**config.mk**
```make
export PLATFORM = sky130hd
export DESIGN_NAME = alu_input_sequencer_flat
export DESIGN_NICKNAME = d
export VERILOG_FILES = /design/src/rtl/alu_input_sequencer_if.sv /design/src/rtl/alu_input_sequencer.sv /design/src/flat_wrapper.sv
export SDC_FILE = /design/constraint.sdc
export NUM_CORES = 1
export LEC_CHECK = 0
export BUFFER_PORTS_ARGS = -buffer_cell sky130_fd_sc_hd__buf_2
export CORE_MARGIN = 1.5
export CORE_UTILIZATION = 50
export CTS_CLUSTER_DIAMETER = 60
export DETAILED_ROUTE_END_ITERATION = 6
export PLACE_DENSITY_LB_ADDON = 0.2
export RECOVER_POWER = 100
export SETUP_SLACK_MARGIN = 0.3
export SLEW_MARGIN = 30
export SYNTH_ARGS = -nofsm -noshare
export SYNTH_HDL_FRONTEND = slang
export SYNTH_SLANG_ARGS = --single-unit
```
**constraint.sdc**
```tcl
create_clock -name clk -period 3.6 [get_ports clk]
set_input_delay 0.72 -clock clk [delete_from_list [all_inputs] [get_ports clk]]
set_output_delay 0.72 -clock clk [all_outputs]
set_load 0.05 [all_outputs]
```
**src/rtl/alu_input_sequencer_if.sv**
```systemverilog
// Operand-entry bus between the switch/button front end and the ALU input sequencer.
// The master side drives the switches and button; the slave side returns the registered ALU operands.
interface alu_input_sequencer_if #(
  parameter int N = 4
);
  logic [N-1:0] sw;
  logic         btn;
  logic [N-1:0] a;
  logic [N-1:0] b;
  logic [3:0]   operator;
  logic         op_valid;
  logic [2:0]   state;
  logic         op_err;
  logic         div_zero;

  modport master (
    output sw, btn,
    input  a, b, operator, op_valid, state, op_err, div_zero
  );

  modport slave (
    input  sw, btn,
    output a, b, operator, op_valid, state, op_err, div_zero
  );
endinterface

```
**src/rtl/alu_input_sequencer.sv**
```systemverilog
// Loads operand a, operand b and then the opcode from switches on debounced button presses.
// Presents all three to the ALU as registered values, with a one-cycle op_valid strobe.
module alu_input_sequencer #(
  parameter int N               = 4,
  parameter int DEBOUNCE_CYCLES = 4
) (
  input  logic                   clk,
  input  logic                   rst_n,
  alu_input_sequencer_if.slave   bus
);
  localparam int CW = (DEBOUNCE_CYCLES > 1) ? $clog2(DEBOUNCE_CYCLES) : 1;
  localparam logic [CW-1:0] CNT_LAST = CW'(DEBOUNCE_CYCLES - 1);

  typedef enum logic [2:0] {
    S_A    = 3'd0,
    S_B    = 3'd1,
    S_OP   = 3'd2,
    S_EXEC = 3'd3,
    S_SHOW = 3'd4
  } state_t;

  function automatic logic is_legal_op(input logic [3:0] op);
    return (op <= 4'd9);
  endfunction

  function automatic logic is_div_op(input logic [3:0] op);
    return (op == 4'd3) || (op == 4'd4);
  endfunction

  logic          sync1_r;
  logic          btn_sync_r;
  logic          btn_db_r;
  logic          btn_db_d_r;
  logic [CW-1:0] cnt_r;
  logic          press_s;

  state_t        state_r;
  logic [N-1:0]  a_r;
  logic [N-1:0]  b_r;
  logic [3:0]    operator_r;
  logic          op_valid_r;
  logic          op_err_r;
  logic          div_zero_r;

  // Button synchronizer, debounce counter and delayed level for edge detection.
  always_ff @(posedge clk) begin
    if (!rst_n) begin
      sync1_r    <= 1'b0;
      btn_sync_r <= 1'b0;
      btn_db_r   <= 1'b0;
      btn_db_d_r <= 1'b0;
      cnt_r      <= '0;
    end else begin
      sync1_r    <= bus.btn;
      btn_sync_r <= sync1_r;
      btn_db_d_r <= btn_db_r;
      if (btn_sync_r == btn_db_r) begin
        cnt_r <= '0;
      end else if (cnt_r == CNT_LAST) begin
        btn_db_r <= btn_sync_r;
        cnt_r    <= '0;
      end else begin
        cnt_r <= cnt_r + CW'(1);
      end
    end
  end

  // Only the rising edge of the debounced level counts; releases are ignored.
  assign press_s = btn_db_r & ~btn_db_d_r;

  // Entry FSM; every output is a register written here.
  always_ff @(posedge clk) begin
    if (!rst_n) begin
      state_r    <= S_A;
      a_r        <= '0;
      b_r        <= '0;
      operator_r <= 4'd0;
      op_valid_r <= 1'b0;
      op_err_r   <= 1'b0;
      div_zero_r <= 1'b0;
    end else begin
      op_valid_r <= 1'b0;
      case (state_r)
        S_A: begin
          if (press_s) begin
            a_r     <= bus.sw;
            state_r <= S_B;
          end
        end
        S_B: begin
          if (press_s) begin
            b_r     <= bus.sw;
            state_r <= S_OP;
          end
        end
        S_OP: begin
          if (press_s) begin
            if (is_legal_op(bus.sw[3:0])) begin
              operator_r <= bus.sw[3:0];
              op_err_r   <= 1'b0;
              div_zero_r <= is_div_op(bus.sw[3:0]) && (b_r == '0);
              op_valid_r <= 1'b1;
              state_r    <= S_EXEC;
            end else begin
              op_err_r <= 1'b1;
            end
          end
        end
        // A press landing in the strobe cycle is intentionally dropped.
        S_EXEC: state_r <= S_SHOW;
        S_SHOW: begin
          if (press_s) begin
            div_zero_r <= 1'b0;
            state_r    <= S_A;
          end
        end
        default: state_r <= S_A;
      endcase
    end
  end

  assign bus.a        = a_r;
  assign bus.b        = b_r;
  assign bus.operator = operator_r;
  assign bus.op_valid = op_valid_r;
  assign bus.state    = state_r;
  assign bus.op_err   = op_err_r;
  assign bus.div_zero = div_zero_r;
endmodule

```
**src/flat_wrapper.sv**
```systemverilog
// flat-port wrapper written by rule: the top's interface ports become plain ports
module alu_input_sequencer_flat 
#(
  parameter int N               = 4,
  parameter int DEBOUNCE_CYCLES = 4
)
  (clk, rst_n, bus_sw, bus_btn, bus_a, bus_b, bus_operator, bus_op_valid, bus_state, bus_op_err, bus_div_zero);
  alu_input_sequencer_if #(.N(N)) bus_i ();
  input  logic clk;
  input  logic rst_n;
  input wire logic [$bits(bus_i.sw)-1:0] bus_sw;
  input wire logic [$bits(bus_i.btn)-1:0] bus_btn;
  output wire logic [$bits(bus_i.a)-1:0] bus_a;
  output wire logic [$bits(bus_i.b)-1:0] bus_b;
  output wire logic [$bits(bus_i.operator)-1:0] bus_operator;
  output wire logic [$bits(bus_i.op_valid)-1:0] bus_op_valid;
  output wire logic [$bits(bus_i.state)-1:0] bus_state;
  output wire logic [$bits(bus_i.op_err)-1:0] bus_op_err;
  output wire logic [$bits(bus_i.div_zero)-1:0] bus_div_zero;
  assign bus_i.sw = bus_sw;
  assign bus_i.btn = bus_btn;
  assign bus_a = bus_i.a;
  assign bus_b = bus_i.b;
  assign bus_operator = bus_i.operator;
  assign bus_op_valid = bus_i.op_valid;
  assign bus_state = bus_i.state;
  assign bus_op_err = bus_i.op_err;
  assign bus_div_zero = bus_i.div_zero;
  alu_input_sequencer #(.N(N), .DEBOUNCE_CYCLES(DEBOUNCE_CYCLES)) u_core (.clk(clk), .rst_n(rst_n), .bus(bus_i));
endmodule
```
# Word level (Yosys, flattened, before mapping)
# Index checks and enable logic that the tools add are counted.
# op_classes
bitwise	4
n_div	0
addsub	1
n_reduce_logical	14
n_mux	12
n_eq_ne	13
multipliers	0
order_cmp	1
n_shift	0
# op_table
op	n
two-way mux 3 bit	5
one-hot mux 3 bit (5 select lines)	1
inequality test 2 x 1 -> 1 bit, second input constant	5
AND reduction 2 bit	4
== test 3 x 2 -> 1 bit, second input constant	2
AND reduction 3 bit	2
two-way mux 1 bit	5
AND reduction 5 bit	1
== test 4 x 2 -> 1 bit, second input constant	1
== test 4 x 3 -> 1 bit, second input constant	1
less-or-equal comparator 4 bit, second input constant	1
zero test 4 bit	1
AND reduction 4 bit	1
== test 3 x 1 -> 1 bit, second input constant	1
== test 3 bit, second input constant	1
zero test 3 bit	1
inverter 1 bit	3
OR reduction 3 bit	1
adder 2 x 1 -> 2 bit, second input constant	1
== test 2 bit, second input constant	1
one-hot mux 1 bit (2 select lines)	1
nonzero test 2 bit	1
bitwise AND 1 bit	1
== test 1 bit	1
2 further kinds	2
# word_totals
latch_bits	0
mem_bits_rw	0
input_bits	7
regBits	24
output_inout_bits	18
romBits	0
n_memories	0

# Longest topological paths before layout
# Gate-level depths: netlist of the first run.
# depth
depth_word	6
depth_mapped	5

# Least setup slack after synthesis of the first run
# No wires, ideal clock.
# synth_path
kind	input port to flip-flop
startpoint	in bus_sw[3]
endpoint	reg u_core.div_zero_r, in the netlist u_core.bus.div_zero
arrival_time_ns	1.820
cell_stages	3
path_buffers	0
setup_slack_ns	1.708
cell_sequence	or4_1 > or4_1 > a21oi_1
# synth_via
elab_chain_len	6
elab_cells_between_ends	10
cone_classes	order compare (1); eq/ne (3); mux (3); reduce/logical (3)
# synth_rtl
item	line_no	source
from (decl)	flat_wrapper.sv:11	input wire logic [$bits(bus_i.sw)-1:0] bus_sw;
== test 4 x 2 -> 1 bit or == test 4 x 3 -> 1 bit (tied branches)	alu_input_sequencer.sv:27	return (op == 4'd3) || (op == 4'd4);
logical OR 1 bit	alu_input_sequencer.sv:27	
logical AND 1 bit	alu_input_sequencer.sv:101	div_zero_r <= is_div_op(bus.sw[3:0]) && (b_r == '0);
two-way mux 1 bit	alu_input_sequencer.sv:98	if (is_legal_op(bus.sw[3:0])) begin
two-way mux 1 bit	alu_input_sequencer.sv:97	if (press_s) begin
one-hot mux 1 bit (2 select lines)	alu_input_sequencer.sv:83	case (state_r)
to (signal assigned)	alu_input_sequencer.sv:101	
to (decl)	alu_input_sequencer.sv:43	logic div_zero_r;
# Parallel ways exist; a longest one is shown, timed or not. The select of a mux whose other input is x is not followed.
# A chain may end at the register's enable or synchronous reset.

# Final worst setup path of the first run
# layout_path
startpoint	reg u_core.btn_db_r
endpoint	reg u_core.div_zero_r, in the netlist u_core.bus.div_zero
# layout_via
elab_chain_len	3
elab_cells_between_ends	4
cone_classes	eq/ne (2); bitwise (1); reduce/logical (1)
# layout_rtl
item	line_no	source
from (decl)	alu_input_sequencer.sv:32	logic btn_db_r;
from (signal assigned)	alu_input_sequencer.sv:60	btn_db_r <= btn_sync_r;
bitwise AND 1 bit (*)	alu_input_sequencer.sv:69	assign press_s = btn_db_r & ~btn_db_d_r;
inequality test 2 x 1 -> 1 bit (no source line)	--	
AND reduction 4 bit (no source line) (*)	--	
# Mark *: on every way between the ends. The rest lies on a longest branch, timed or not.

==> Flow_metrics.wiki, run 1 <==
{| class="wikitable"
! Metric !! Value
|-
| Sinks on Clock Net || 24
|-
| Setup repair after global routing missed its margin || no
|-
| Worst-case headroom to the max-slew limit || 0.598
|-
| Average wire length per cell after detail routing || 12.2 um
|-
| Data required, critical path || 3830 ps
|-
| Post-synth net total || 105
|-
| Pwr/cell area || 391 mW/mm2
|-
| Largest voltage drop on the vdd net || 0.191 mV
|-
| Leakage power of the design || 0.447 nW
|-
| Pin count of the biggest net entering global routing || 20
|-
| Number of synthesized flops with an enable pin || 0
|-
| Share of final-layout standard cells stronger than drive strength 1 || 0.0656
|-
| Total global routing overflow || 0
|-
| Syn Std Cell Area || 946 um2
|-
| Die Width || 46.5 um
|-
| Max Transition Viols Final || 0
|-
| Share of synthesized flip-flops with an asynchronous set or reset || 0
|-
| Vias after detailed routing || 771
|-
| Sequential-to-total area share from yosys stat || 0.508
|-
| Result of the run || finished clean
|-
| Hold WC Path Type || reg -> reg
|-
| Worst r2r src || u_core.btn_db_r
|-
| Logic depth of the worst register-to-register path || 4
|-
| Portion of total power attributed to combinational logic || 0.035
|-
| Clock share of power || 0.324
|-
| Area growth syn-to-layout || 12.8%
|-
| Number of placed cells counting well taps || 143
|-
| Starting density of the core || 0.542
|-
| Unique masters post-synth || 22
|-
| Synth top area share || 0.508
|-
| Multi-input combinational cell area || 420 um2
|-
| Port Buffer Count || 24
|-
| Worst hold path startpoint || u_core.cnt_r[0]
|-
| Setup Skew || 7.39 ps
|-
| Switching component of the power || 0.0837 mW
|-
| Count of state elements after synthesis || 24
|-
| All-Layer GR Usage || 0.183
|-
| Post-CTS setup-driven buffer insertion count || 0
|-
| Biggest area contributors in the synthesized netlist || sky130_fd_sc_hd__dfxtp_1, sky130_fd_sc_hd__mux2i_1, sky130_fd_sc_hd__nor2_1
|-
| Pin slew with the least headroom to its limit || 605 ps
|-
| F_max || 0.480 GHz
|-
| Most frequent cells after synthesis || sky130_fd_sc_hd__dfxtp_1, sky130_fd_sc_hd__nor2_1, sky130_fd_sc_hd__mux2i_1, sky130_fd_sc_hd__a21oi_1, sky130_fd_sc_hd__nand3_1
|-
| Fill cells || 177
|-
| Final instance count without filler cells || 147
|-
| Number of warnings reported in the yosys synthesis log || 0
|-
| Internal cell power || 0.334 mW
|-
| Final hold violations || 0
|-
| Max Cap Violations || 0
|-
| Die Footprint || 0.00216 mm2
|-
| Number of detailed-routing iterations run before antenna repair || 5
|-
| Clock tree from TritonCTS || done
|-
| Number of top-level design ports || 25
|-
| Avg Cell Area, Syn || 9.75 um2
|-
| CTS HTree Levels || 1
|-
| Setup TNS || 0 ps
|-
| Gpl congestion || 0.765
|-
| FP Rows || 15
|-
| Vias in the first global route || 639
|-
| Crit path time final || 2080 ps
|-
| Power after layout || 0.418 mW
|-
| # nets final || 131
|-
| Setup Crit Path Kind || reg -> reg
|-
| Final Setup Violations || 0
|-
| Worst setup startpoint || u_core.btn_db_r
|-
| DRC violation count after routing || 0
|-
| HPWL after DPL || 1300 um
|-
| Wire length of the first global-routing pass || 2800 um
|-
| Worst Setup End Kind || register
|-
| Most repeated cell in the gate-level netlist after synthesis || sky130_fd_sc_hd__dfxtp_1
|-
| Vias per std cell || 5.24
|-
| Inserted Diodes || 0
|-
| Leading register cell type out of synthesis || sky130_fd_sc_hd__dfxtp_1
|-
| Max Fanout on Critical Path || 8
|-
| Remaining antenna violation count || 0
|-
| Buffers from clock root to sink, at most || 2
|-
| Clock transition at path regs || 120 ps
|-
| Number of buffers created by CTS || 3
|-
| Switching part of the total || 0.201
|-
| Number of hold buffers added after CTS || 0
|-
| Initial antenna violation count || 0
|-
| Placeable Area || 0.00175 mm2
|-
| Routed Wire Length || 1790 um
|-
| Final worst-path cycle share || 0.579
|-
| Cell accounting for the most synthesized area || sky130_fd_sc_hd__dfxtp_1
|-
| Clock Tree Root || sky130_fd_sc_hd__clkbuf_4
|-
| Number of cells on the worst hold path || 1
|-
| Kind of start point of the critical path || register
|-
| Number of violations reported at the end of detailed-routing iteration 0 || 22
|-
| Register area || 480 um2
|-
| Worst-Skew Late Latency || 300 ps
|-
| CTS-repair resized insts || 0
|-
| Synthesized netlist cell count || 97
|-
| Die Span Y || 46.5 um
|-
| Data arrival time of the critical path || 2310 ps
|-
| Share of total power in sequential cells || 0.640
|}
## worst paths after layout
check | slack, ps | endpoint
worst max-delay path | 1520 | u_core.bus.div_zero
worst min register to register | 450 | u_core.cnt_r[0]
worst min-delay path | 450 | u_core.cnt_r[0]
worst max register to register | 1520 | u_core.bus.div_zero
## flip-flops by register name (all words and copies together), names as in the netlist, 2 cells and up
signal               count
u_core.bus.b             4
u_core.bus.operator      4
u_core.bus.a             4
u_core.cnt_r             2
u_core.bus.state         3
## power groups by stage
stage	clock network (mW)	registers [mW]	logic, mW
2_1_floorplan	0	0.273	0.00759
3_3_place_gp	0	0.273	0.0148
3_5_place_dp	0	0.273	0.0154
4_1_cts	0.142	0.267	0.0154
5_1_grt	0.157	0.268	0.0163
6_report	0.135	0.267	0.0148
## per-stage QoR
step           instance area (um2)  hold slack (ps)  setup WS (ps)   util
2_1_floorplan                  946              406           1710      -
3_3_place_gp                  1070              413           1550  0.614
3_5_place_dp                  1070              423           1530  0.614
4_1_cts                       1110              443           1680  0.634
5_1_grt                       1070              473           1380  0.611
6_report                      1070              446           1520  0.611
## area by class of cell
class	instances	area share
Clock buffer	4	0.0340
Inverter	1	0.00352
Multi-Input combinational cell	69	0.394
Sequential cell	24	0.450
Tap cell	25	0.0293
Timing Repair Buffer	24	0.0891
## cell usage in the layout, fill, tap and decap left out, types with 2 or more instances in the layout
cell type,count
sky130_fd_sc_hd__or4_1,2
sky130_fd_sc_hd__nand3_1,7
sky130_fd_sc_hd__nand3b_1,2
sky130_fd_sc_hd__dfxtp_1,24
sky130_fd_sc_hd__buf_2,4
sky130_fd_sc_hd__a21oi_1,9
sky130_fd_sc_hd__and2_1,3
sky130_fd_sc_hd__mux2i_1,11
sky130_fd_sc_hd__clkbuf_4,3
sky130_fd_sc_hd__clkbuf_1,20
sky130_fd_sc_hd__nor3_1,2
sky130_fd_sc_hd__nand2_1,6
sky130_fd_sc_hd__nor2b_1,4
sky130_fd_sc_hd__nor2_1,15
## worst max-delay path, cell delays in order (launching register included)
cell and delay, ps:
sky130_fd_sc_hd__dfxtp_1 440, sky130_fd_sc_hd__nor2b_1 440, sky130_fd_sc_hd__nand4b_1 470, sky130_fd_sc_hd__or4_1 540, sky130_fd_sc_hd__a21oi_1 120
## metal layers
| layer | global-route usage | part of all wire | vias up |
|---|---|---|---|
| li1 | - | - | 385 |
| met1 | 0.266 | 0.49 | 355 |
| met2 | 0.264 | 0.46 | 29 |
| met3 | 0.0353 | 0.052 | 2 |
| met4 | 0.0686 | 0.0022 | 0 |
| met5 | 0 | 0 | - |
## cells by family (layout without fill, tap and decap cells)
group                    Yosys count  after routing  share of synthesized area
XOR/XNOR                           1              1                    0.00926
AND/OR/NAND/NOR                   46             46                      0.266
buffers and inverters              4             29                     0.0317
adder cells (fa/ha/maj)            1              1                     0.0132
flip-flops                        24             24                      0.508
multiplexers                      11             11                      0.116
AO/OA/AOI/OAI                     10             10                     0.0556
Note: power is estimated with default switching activity, not from simulation.
==> run 2, diff against run 1 <==
- clock period: 3.6 -> 2.2 ns (I/O delays scaled with it)
==> Flow_metrics.wiki, run 2 (synthesis gave the netlist of run 1 again) <==
{| class="wikitable"
! Metric !! Value
|-
| Initial antenna violation count || 0 (unchanged)
|-
| Pwr/cell area || 609 mW/mm2 (+56%)
|-
| Max Transition Viols Final || 0 (unchanged)
|-
| Power after layout || 0.645 mW (+54%)
|-
| Worst setup timing slack at the placement stage || 414 ps (-1120 ps)
|-
| Worst setup slack for register-to-register paths || 520 ps (-1000 ps)
|-
| Vias after detailed routing || 751 (-2.6%)
|-
| Average wire length per cell after detail routing || 11.8 um (-3.5%)
|-
| Area growth syn-to-layout || 11.9%
|-
| Count of buffer and inverter cells on the critical path || 1 (+1)
|-
| Hold WC Path Type || in -> reg
|-
| Inserted Diodes || 0 (unchanged)
|-
| Number of cells on the worst hold path || 2 (+1)
|-
| Share of final-layout standard cells stronger than drive strength 1 || 0.0656 (unchanged)
|-
| Final worst-path cycle share || 0.793
|-
| Logic depth of the worst register-to-register path || 4 (unchanged)
|-
| GR Util met2 || 0.281 (+0.0167)
|-
| Largest delay share family, worst path || flip-flops
|-
| Final Setup Violations || 0 (unchanged)
|-
| Number of hold buffers added after CTS || 0 (unchanged)
|-
| # nets final || 132 (+0.76%)
|-
| FP Rows || 15 (unchanged)
|-
| Max Cap Violations || 0 (unchanged)
|-
| Vias in the first global route || 660 (+3.3%)
|-
| CTS-repair resized insts || 0 (unchanged)
|-
| Gpl congestion || 0.748 (-2.2%)
|-
| Post-route worst setup slack || 456 ps (-1060 ps)
|-
| Highest-utilization routing layer at the global route stage || met2
|-
| Critical Path Slowest Stage Cell || sky130_fd_sc_hd__dfxtp_1
|-
| DRC violation count after routing || 0 (unchanged)
|-
| Min-Delay Endpoint || u_core.sync1_r
|-
| Most frequent standard cell in the layout excluding fill and tap cells || sky130_fd_sc_hd__dfxtp_1
|-
| Wire length of the first global-routing pass || 2840 um (+1.2%)
|-
| Data arrival time of the critical path || 1300 ps (-1010 ps)
|-
| Routed Wire Length || 1730 um (-3.5%)
|-
| Largest voltage drop on the vdd net || 0.362 mV (+89%)
|-
| All-Layer GR Usage || 0.182 (about the same)
|-
| Most used cells in the layout excluding fill and tap cells || sky130_fd_sc_hd__dfxtp_1, sky130_fd_sc_hd__clkbuf_1, sky130_fd_sc_hd__nor2_1
|-
| Leakage power of the design || 0.443 nW (-0.93%)
|-
| Met1 global-route usage || 0.258 (-0.00779)
|-
| Setup repair after global routing missed its margin || no
|-
| HPWL after DPL || 1270 um (-2.4%)
|-
| Die Width || 46.5 um (unchanged)
|-
| Capturing point of the worst reg2reg path || u_core.bus.div_zero
|-
| Vias per std cell || 5.11 (-2.6%)
|-
| Total global routing overflow || 0 (unchanged)
|-
| Worst-Skew Late Latency || 300 ps (about the same)
|-
| Die Span Y || 46.5 um (unchanged)
|-
| Buffers from clock root to sink, at most || 2 (unchanged)
|-
| Critical Path, Cell by Cell || clkbuf_1
|-
| Clock Tree Root || sky130_fd_sc_hd__clkbuf_4
|-
| Number of buffers created by CTS || 3 (unchanged)
|-
| Post-CTS setup-driven buffer insertion count || 0 (unchanged)
|-
| Clock tree from TritonCTS || done
|-
| Worst hold path startpoint || bus_btn
|-
| Setup Skew || 1.72 ps (-5.67 ps)
|-
| Number of top-level design ports || 25 (unchanged)
|-
| Setup TNS || 0 ps (unchanged)
|-
| Setup Crit Path Kind || reg -> out
|-
| Pin count of the biggest net entering global routing || 20 (unchanged)
|-
| Pin slew with the least headroom to its limit || 602 ps (-3.28 ps)
|-
| Largest incremental delay on the critical path || 500 ps (-40 ps)
|-
| Remaining antenna violation count || 0 (unchanged)
|-
| Worst Setup End Kind || primary output
|-
| F_max || 0.573 GHz
|-
| Starting density of the core || 0.542 (unchanged)
|-
| Number of detailed-routing iterations run before antenna repair || 4 (-1)
|-
| Port Buffer Count || 24 (unchanged)
|-
| Final hold violations || 0 (unchanged)
|-
| Sinks on Clock Net || 24 (unchanged)
|-
| Number of violations reported at the end of detailed-routing iteration 0 || 4 (-82%)
|-
| Placeable Area || 0.00175 mm2 (unchanged)
|-
| Data required, critical path || 1760 ps (-2070 ps)
|-
| Result of the run || finished clean
|-
| CTS HTree Levels || 1 (unchanged)
|-
| Worst r2r src || u_core.btn_db_r
|-
| Met3 track demand over resource || 0.0353 (unchanged)
|-
| Kind of start point of the critical path || register
|-
| Clock transition at path regs || 120 ps (about the same)
|-
| Max Fanout on Critical Path || 9 (+1)
|-
| Crit path time final || 1740 ps
|-
| Worst-case headroom to the max-slew limit || 0.600 (+0.00218)
|-
| Die Footprint || 0.00216 mm2 (unchanged)
|}
[run 2: how the worst max path moves through the flow]
stage / start / to / slack, ps / cells after the start
4_1_cts: u_core.bus.state[1] / bus_state[1] / 570 / 1
3_3_place_gp: bus_sw[3] / u_core.bus.div_zero / 430 / 4
5_1_grt: u_core.bus.state[1] / bus_state[1] / 390 / 1
3_5_place_dp: bus_sw[3] / u_core.bus.div_zero / 410 / 4
2_1_floorplan: u_core.bus.b[3] / u_core.bus.div_zero / 520 / 3
6_report: u_core.bus.state[1] / bus_state[1] / 460 / 1
[run 2: cell type report]
type | count | area [um2]
Multi-Input combinational cell | 69 | 420
Clock buffer | 3 | 22.5
Fill cell | 190 | 687
Inverter | 1 | 3.75
Timing Repair Buffer | 25 | 100
Tap cell | 25 | 31.3
Sequential cell | 24 | 480
[run 2: metrics by stage]
| step | hold slack, ps | utilization | area, um2 | instances |
|---|---|---|---|---|
| final | 334 | 0.606 | 1060 | 147 |
| after global routing | 332 | 0.606 | 1060 | 147 |
| after CTS | 332 | 0.631 | 1100 | 147 |
| after detailed placement | 422 | 0.618 | 1080 | 144 |
| after global placement | 413 | 0.618 | 1080 | 144 |
| after floorplan | 406 | - | 946 | 97 |
[run 2: metal layers]
layer  share of wire  routed length (um)
met2            0.44                 764
met3           0.046                  79
met1            0.51                 878
met4          0.0040                   7
met5               0                   0
[run 2: power by group]
part           internal, mW  total, mW  leakage (nW)  switching (mW)
combinational       0.00887     0.0240         0.235          0.0151
sequential            0.437      0.438         0.194        0.000902
clock                0.0640      0.184        0.0138           0.120
